`src/rtl/mem_access.sv`:
```
// mem_access: MEM-stage load/store unit driving a req/ack data bus with byte-lane handling and pipeline stall.
module mem_access #(
  parameter int ACK_TIMEOUT = 15
) (
  input  logic        clk,
  input  logic        rst,
  input  logic [2:0]  mem_op_i,
  input  logic [31:0] mem_addr_i,
  input  logic [31:0] mem_sdata_i,
  input  logic        mem_wreg_en_i,
  input  logic [4:0]  mem_wreg_addr_i,
  input  logic [31:0] mem_wreg_data_i,
  output logic        mem_wreg_en_o,
  output logic [4:0]  mem_wreg_addr_o,
  output logic [31:0] mem_wreg_data_o,
  output logic        mem_stallreq,
  output logic        mem_bus_err_o,
  output logic        dbus_req_o,
  output logic        dbus_we_o,
  output logic [31:0] dbus_addr_o,
  output logic [3:0]  dbus_be_o,
  output logic [31:0] dbus_wdata_o,
  input  logic [31:0] dbus_rdata_i,
  input  logic        dbus_ack_i
);
  typedef enum logic [1:0] {IDLE, BUSY, DONE} state_t;
  state_t state, state_n;
  logic        req, we, tmo;
  logic [31:0] addr, wdata, ldata;
  logic [3:0]  be;
  logic [7:0]  cnt;
  logic        is_lb, is_lw, is_sb, is_sw, is_ld, is_mem, misal, valid, ack, expire;
  logic [7:0]  lane;
  assign is_lb  = mem_op_i == 3'd1;
  assign is_lw  = mem_op_i == 3'd2;
  assign is_sb  = mem_op_i == 3'd3;
  assign is_sw  = mem_op_i == 3'd4;
  assign is_ld  = is_lb | is_lw;
  assign is_mem = is_ld | is_sb | is_sw;
  assign misal  = (is_lw | is_sw) & (|mem_addr_i[1:0]);
  assign valid  = is_mem & ~misal;
  assign ack    = (state == BUSY) & req & dbus_ack_i;
  // ack on the final allowed cycle takes priority over the timeout
  assign expire = (state == BUSY) & ~dbus_ack_i & (cnt == 8'(ACK_TIMEOUT - 1));
  assign lane   = dbus_rdata_i[{mem_addr_i[1:0], 3'b000} +: 8];
  always_comb begin
    state_n = state == IDLE ? (valid ? BUSY : IDLE) :
              state == BUSY ? ((ack | expire) ? DONE : BUSY) : IDLE;
  end
  always_ff @(posedge clk) begin
    if (rst) begin
      state <= IDLE;
      req   <= 1'b0;
      we    <= 1'b0;
      addr  <= '0;
      be    <= '0;
      wdata <= '0;
      cnt   <= '0;
      ldata <= '0;
      tmo   <= 1'b0;
    end else begin
      state <= state_n;
      if (state == IDLE && valid) begin
        req   <= 1'b1;
        we    <= is_sb | is_sw;
        addr  <= {mem_addr_i[31:2], 2'b00};
        be    <= is_sb ? 4'b0001 << mem_addr_i[1:0] : 4'hF;
        wdata <= is_sb ? {4{mem_sdata_i[7:0]}} : is_sw ? mem_sdata_i : '0;
        cnt   <= '0;
        tmo   <= 1'b0;
      end
      if (state == BUSY) begin
        cnt <= cnt + 8'd1;
        tmo <= expire;
        if (ack | expire) req <= 1'b0;
        if (ack) ldata <= is_lb ? {{24{lane[7]}}, lane} : dbus_rdata_i;
      end
    end
  end
  always_comb begin
    mem_wreg_en_o   = ~rst & (state == IDLE ? mem_wreg_en_i & ~is_mem :
                              state == DONE ? mem_wreg_en_i & ~(is_ld & tmo) : 1'b0);
    mem_wreg_addr_o = rst ? '0 : mem_wreg_addr_i;
    mem_wreg_data_o = rst ? '0 : (state == DONE && is_ld) ? ldata : mem_wreg_data_i;
    mem_stallreq    = ~rst & (state == BUSY | (state == IDLE & valid));
    mem_bus_err_o   = ~rst & ((state == IDLE & misal) | (state == DONE & tmo));
    dbus_req_o      = ~rst & req;
    dbus_we_o       = ~rst & we;
    dbus_addr_o     = rst ? '0 : addr;
    dbus_be_o       = rst ? '0 : be;
    dbus_wdata_o    = rst ? '0 : wdata;
  end
endmodule

```
`config.mk`:
```
export PLATFORM = sky130hd
export DESIGN_NAME = mem_access
export DESIGN_NICKNAME = d
export VERILOG_FILES = /design/src/rtl/mem_access.sv
export SDC_FILE = /design/constraint.sdc
export NUM_CORES = 1
export LEC_CHECK = 0
export ABC_CLOCK_PERIOD_IN_PS = 1600
export CAP_MARGIN = 40
export CORE_MARGIN = 2
export CORE_UTILIZATION = 39
export DETAILED_ROUTE_END_ITERATION = 7
export PLACE_DENSITY_LB_ADDON = 0.1
export SLEW_MARGIN = 10
export SYNTH_ARGS = -nofsm -noshare
export SYNTH_HDL_FRONTEND = slang
export SYNTH_SLANG_ARGS = --single-unit
```
`constraint.sdc`:
```
create_clock -name clk -period 1.6 [get_ports clk]
set_input_delay 0.16 -clock clk [delete_from_list [all_inputs] [get_ports clk]]
set_output_delay 0.16 -clock clk [all_outputs]
set_load 0.02 [all_outputs]
```
==> flow_metrics.tcl <==
set metrics [dict create \
    status "finished, violations left" \
    violations "negative setup slack" \
    drt_iter0_drc 351 \
    core_um2 15000 \
    cpPeakStageDelay_ps 360 \
    dieArea_um2 16200 \
    num_rows 45 \
    grt_max_degree 66 \
    die_w_um 127 \
    grt_pass1_vias 6333 \
    period_minus_slack_ps 1780 \
    critPathCaptureType "output port" \
    required_ps 1440 \
    ant_nets 0 \
    min_to "cnt[1]$_SDFFE_PP0P_" \
    fin_ws_ps -185 \
    grt_pass1_wl_um 31700 \
    synth_area_leaders "dfxtp_1, nand2_1, a21oi_1" \
    reg2reg_depth 8 \
    postLayoutCoreUtil_pct 65.6 \
    maxSlewViolCount 0 \
    synth-seq-cells 111 \
    yosysMostFrequentCell "nand2_1" \
    grt_antenna_before_repair 3 \
    fin_crit_sh_pct 112 \
    max_cap_viol_count 0 \
    vias 6443 \
    clock_sinks 111 \
    gp_congestion 0.878 \
    h-tree-depth 3 \
    yosys.area_share.simple_pct 20.0 \
    start_util_pct 39.6 \
    timing.rr.end "ldata[13]$_SDFFE_PP0P_" \
    tns_ps -5460 \
    synth_area_um2 5950 \
    cp_top_family "simple AND/OR/NAND/NOR gates" \
    ys_warn_count 0 \
    wl_um 20500 \
    slowest_stage "dfxtp_4" \
    synth_ff_type "dfxtp_1" \
    powerDensity_nw_per_um2 748 \
    avgRoutedWirePerCell_um 17.0 \
    grt.total_usage_pct 24.0 \
    via_per_inst 5.33 \
    start_kind "register" \
    dp_hpwl_um 14100 \
    rsz0062_at_grt "true" \
    peakVddDrop_mv 0.529 \
    fmax_mhz 560 \
    synth_mux_area_share_pct 1.56 \
    synth_area_leader_cell "dfxtp_1" \
    cp_cell_sequence "nor2_4 -> and3_4 -> buf_16 -> nand2_1 -> a21oi_2 -> buf_4" \
    yosys.area.top_type_share_pct 37.4 \
    drive_above_1_share_pct 24.6 \
    clockBufferDepth 2 \
    setup_violations 45 \
    finalHoldViolations 0 \
    synthArstFlopShare_pct 0 \
    r2r_start "state[0]$_SDFF_PP0_" \
    fill_cells 1237 \
    cp_num_buf_inv 2 \
    worstHoldStart "rst" \
    cts_tree "done" \
    synth_top_cells_by_count "nand2_1, dfxtp_1, a21oi_1" \
    synth_edf_count 0 \
    hold_depth 2 \
    dieHeight_um 127 \
    synthDistinctLibCells 56 \
    avgSynthCellArea_um2 7.93 \
    clkTransAtPathRegs_ps 70 \
    synthCells 750 \
    cp_max_fo 16 \
    cts-buffers-inserted 9 \
    drtPass1Iterations 5 \
    ff2ff_setup_slack_ps -60 \
    synthAdderAreaFrac_pct 0.421 \
    hold_class "input port to register" \
    synth_top_family_by_area "compound AO/OA/AOI/OAI gates" \
    skew_ps 9.18 \
    leakage_nw 4.41 \
    fin_nets 1154 \
    insertion_delay_ps 350 \
    synth-compound-area-share_pct 32.3 \
    path_class "register to output port" \
    gr-total-overflow 0 \
    ys_seq_area_share_pct 37.4 \
    worstPathArrival_ps 1620 \
    port_buffers 247 \
    drc 0 \
    yosys.area_share.xor_xnor_pct 0.758 \
    cts.root.buffer_cell "clkbuf_16" \
    synthToLayoutAreaGrowth_pct 66.0 \
    io_pins 250 \
]
==> cells by family (layout without fill, tap and decap cells) <==
| family | after synthesis | in the layout |
|---|---|---|
| DFF | 111 | 111 |
| muxes | 8 | 8 |
| and+or+nand+nor | 253 | 253 |
| other | 1 | 5 |
| AOI/OAI and AO/OA | 270 | 270 |
| adders and majority gates | 2 | 2 |
| buffers and inverters | 102 | 368 |
| xor gates and xnor gates | 3 | 3 |
==> layout by cell type (no fill, tap or decap), types with 10 or more instances in the layout <==
cell type	n
a21oi_1	58
a21oi_2	31
a221oi_2	29
buf_12	11
buf_4	64
buf_6	30
clkbuf_16	12
clkdlybuf4s50_1	135
dfxtp_1	109
dlygate4sd2_1	64
dlymetal6s2s_1	10
inv_1	28
nand2_1	107
nand2_4	15
nor2_1	35
nor2b_1	50
o21ai_0	77
o21ai_1	15
==> worst max-delay path by stage <==
stage / startpoint / to / slack [ps] / cells after the start
3_5_place_dp: mem_op_i[1] / addr[10]$_SDFFE_PP0P_ / -820 / 7
2_1_floorplan: state[1]$_SDFF_PP0_ / mem_wreg_data_o[10] / -40 / 6
6_report: state[0]$_SDFF_PP0_ / mem_wreg_data_o[30] / -180 / 6
3_3_place_gp: mem_op_i[1] / wdata[10]$_SDFFE_PP0P_ / -740 / 7
5_1_grt: state[0]$_SDFF_PP0_ / mem_wreg_data_o[15] / -240 / 6
4_1_cts: state[0]$_SDFF_PP0_ / mem_wreg_data_o[26] / -200 / 6
==> per-layer routing <==
| metal | track usage [%] | part of all wire [%] | wire length [um] | vias up |
|---|---|---|---|---|
| li1 | - | - | - | 3140 |
| met1 | 30.6 | 42 | 8710 | 3026 |
| met2 | 41.1 | 49 | 10000 | 249 |
| met3 | 5.11 | 6.8 | 1390 | 28 |
| met4 | 6.92 | 1.8 | 371 | 0 |
| met5 | 0 | 0 | 0 | - |
==> worst register-to-register path: cells and delay by family, from the launching register on <==
family                 cells  cell delay [ps]
buffers and inverters      4              590
flip-flops                 1              360
AND/OR/NAND/NOR            2              350
AO/OA/AOI/OAI              2              250
==> flip-flops by register name (all words and copies together), names as in the netlist <==
register  flops
wdata        32
ldata        32
be            4
we            1
req           1
tmo           1
addr         30
cnt           8
state         2
==> power breakdown <==
| part | internal (mW) | switching, mW |
|---|---|---|
| sequential | 2.96 | 0.0729 |
| combinational | 1.08 | 1.12 |
| clock | 1.08 | 1.07 |
==> area by class of cell <==
class / instances / area, um^2 / share of cell area, %
Tap cell: 188 / 235 / 2.38
Inverter: 29 / 109 / 1.10
Sequential cell: 111 / 2230 / 22.6
Clock inverter: 5 / 41.3 / 0.418
Antenna cell: 3 / 7.51 / 0.0761
Timing Repair Buffer: 323 / 3280 / 33.2
Multi-Input combinational cell: 538 / 3730 / 37.9
Clock buffer: 11 / 233 / 2.36
==> through the flow <==
step | cell area, um^2 | worst slack, ps | hold slack (ps) | power, mW | cells
finish | 9870 | -185 | 235 | 7.38 | 1208
global route | 9860 | -240 | 246 | 7.70 | 1207
CTS | 9530 | -198 | 234 | 7.30 | 1202
detailed placement | 9040 | -819 | 448 | 5.15 | 1175
global placement | 9040 | -741 | 443 | 5.11 | 1175
floorplan | 6070 | -36.0 | 285 | 4.17 | 751
==> what timing repair did <==
| action | CTS | global route |
|---|---|---|
| setup buffers | 8 | 6 |
| resized for setup | 312 | 73 |
| endpoints found under the setup margin | 175 | 103 |
| hold buffers | 0 | 0 |
| gates cloned | 3 | 3 |
| pin swaps | 29 | 33 |
Note: power is estimated with default switching activity, not from simulation.
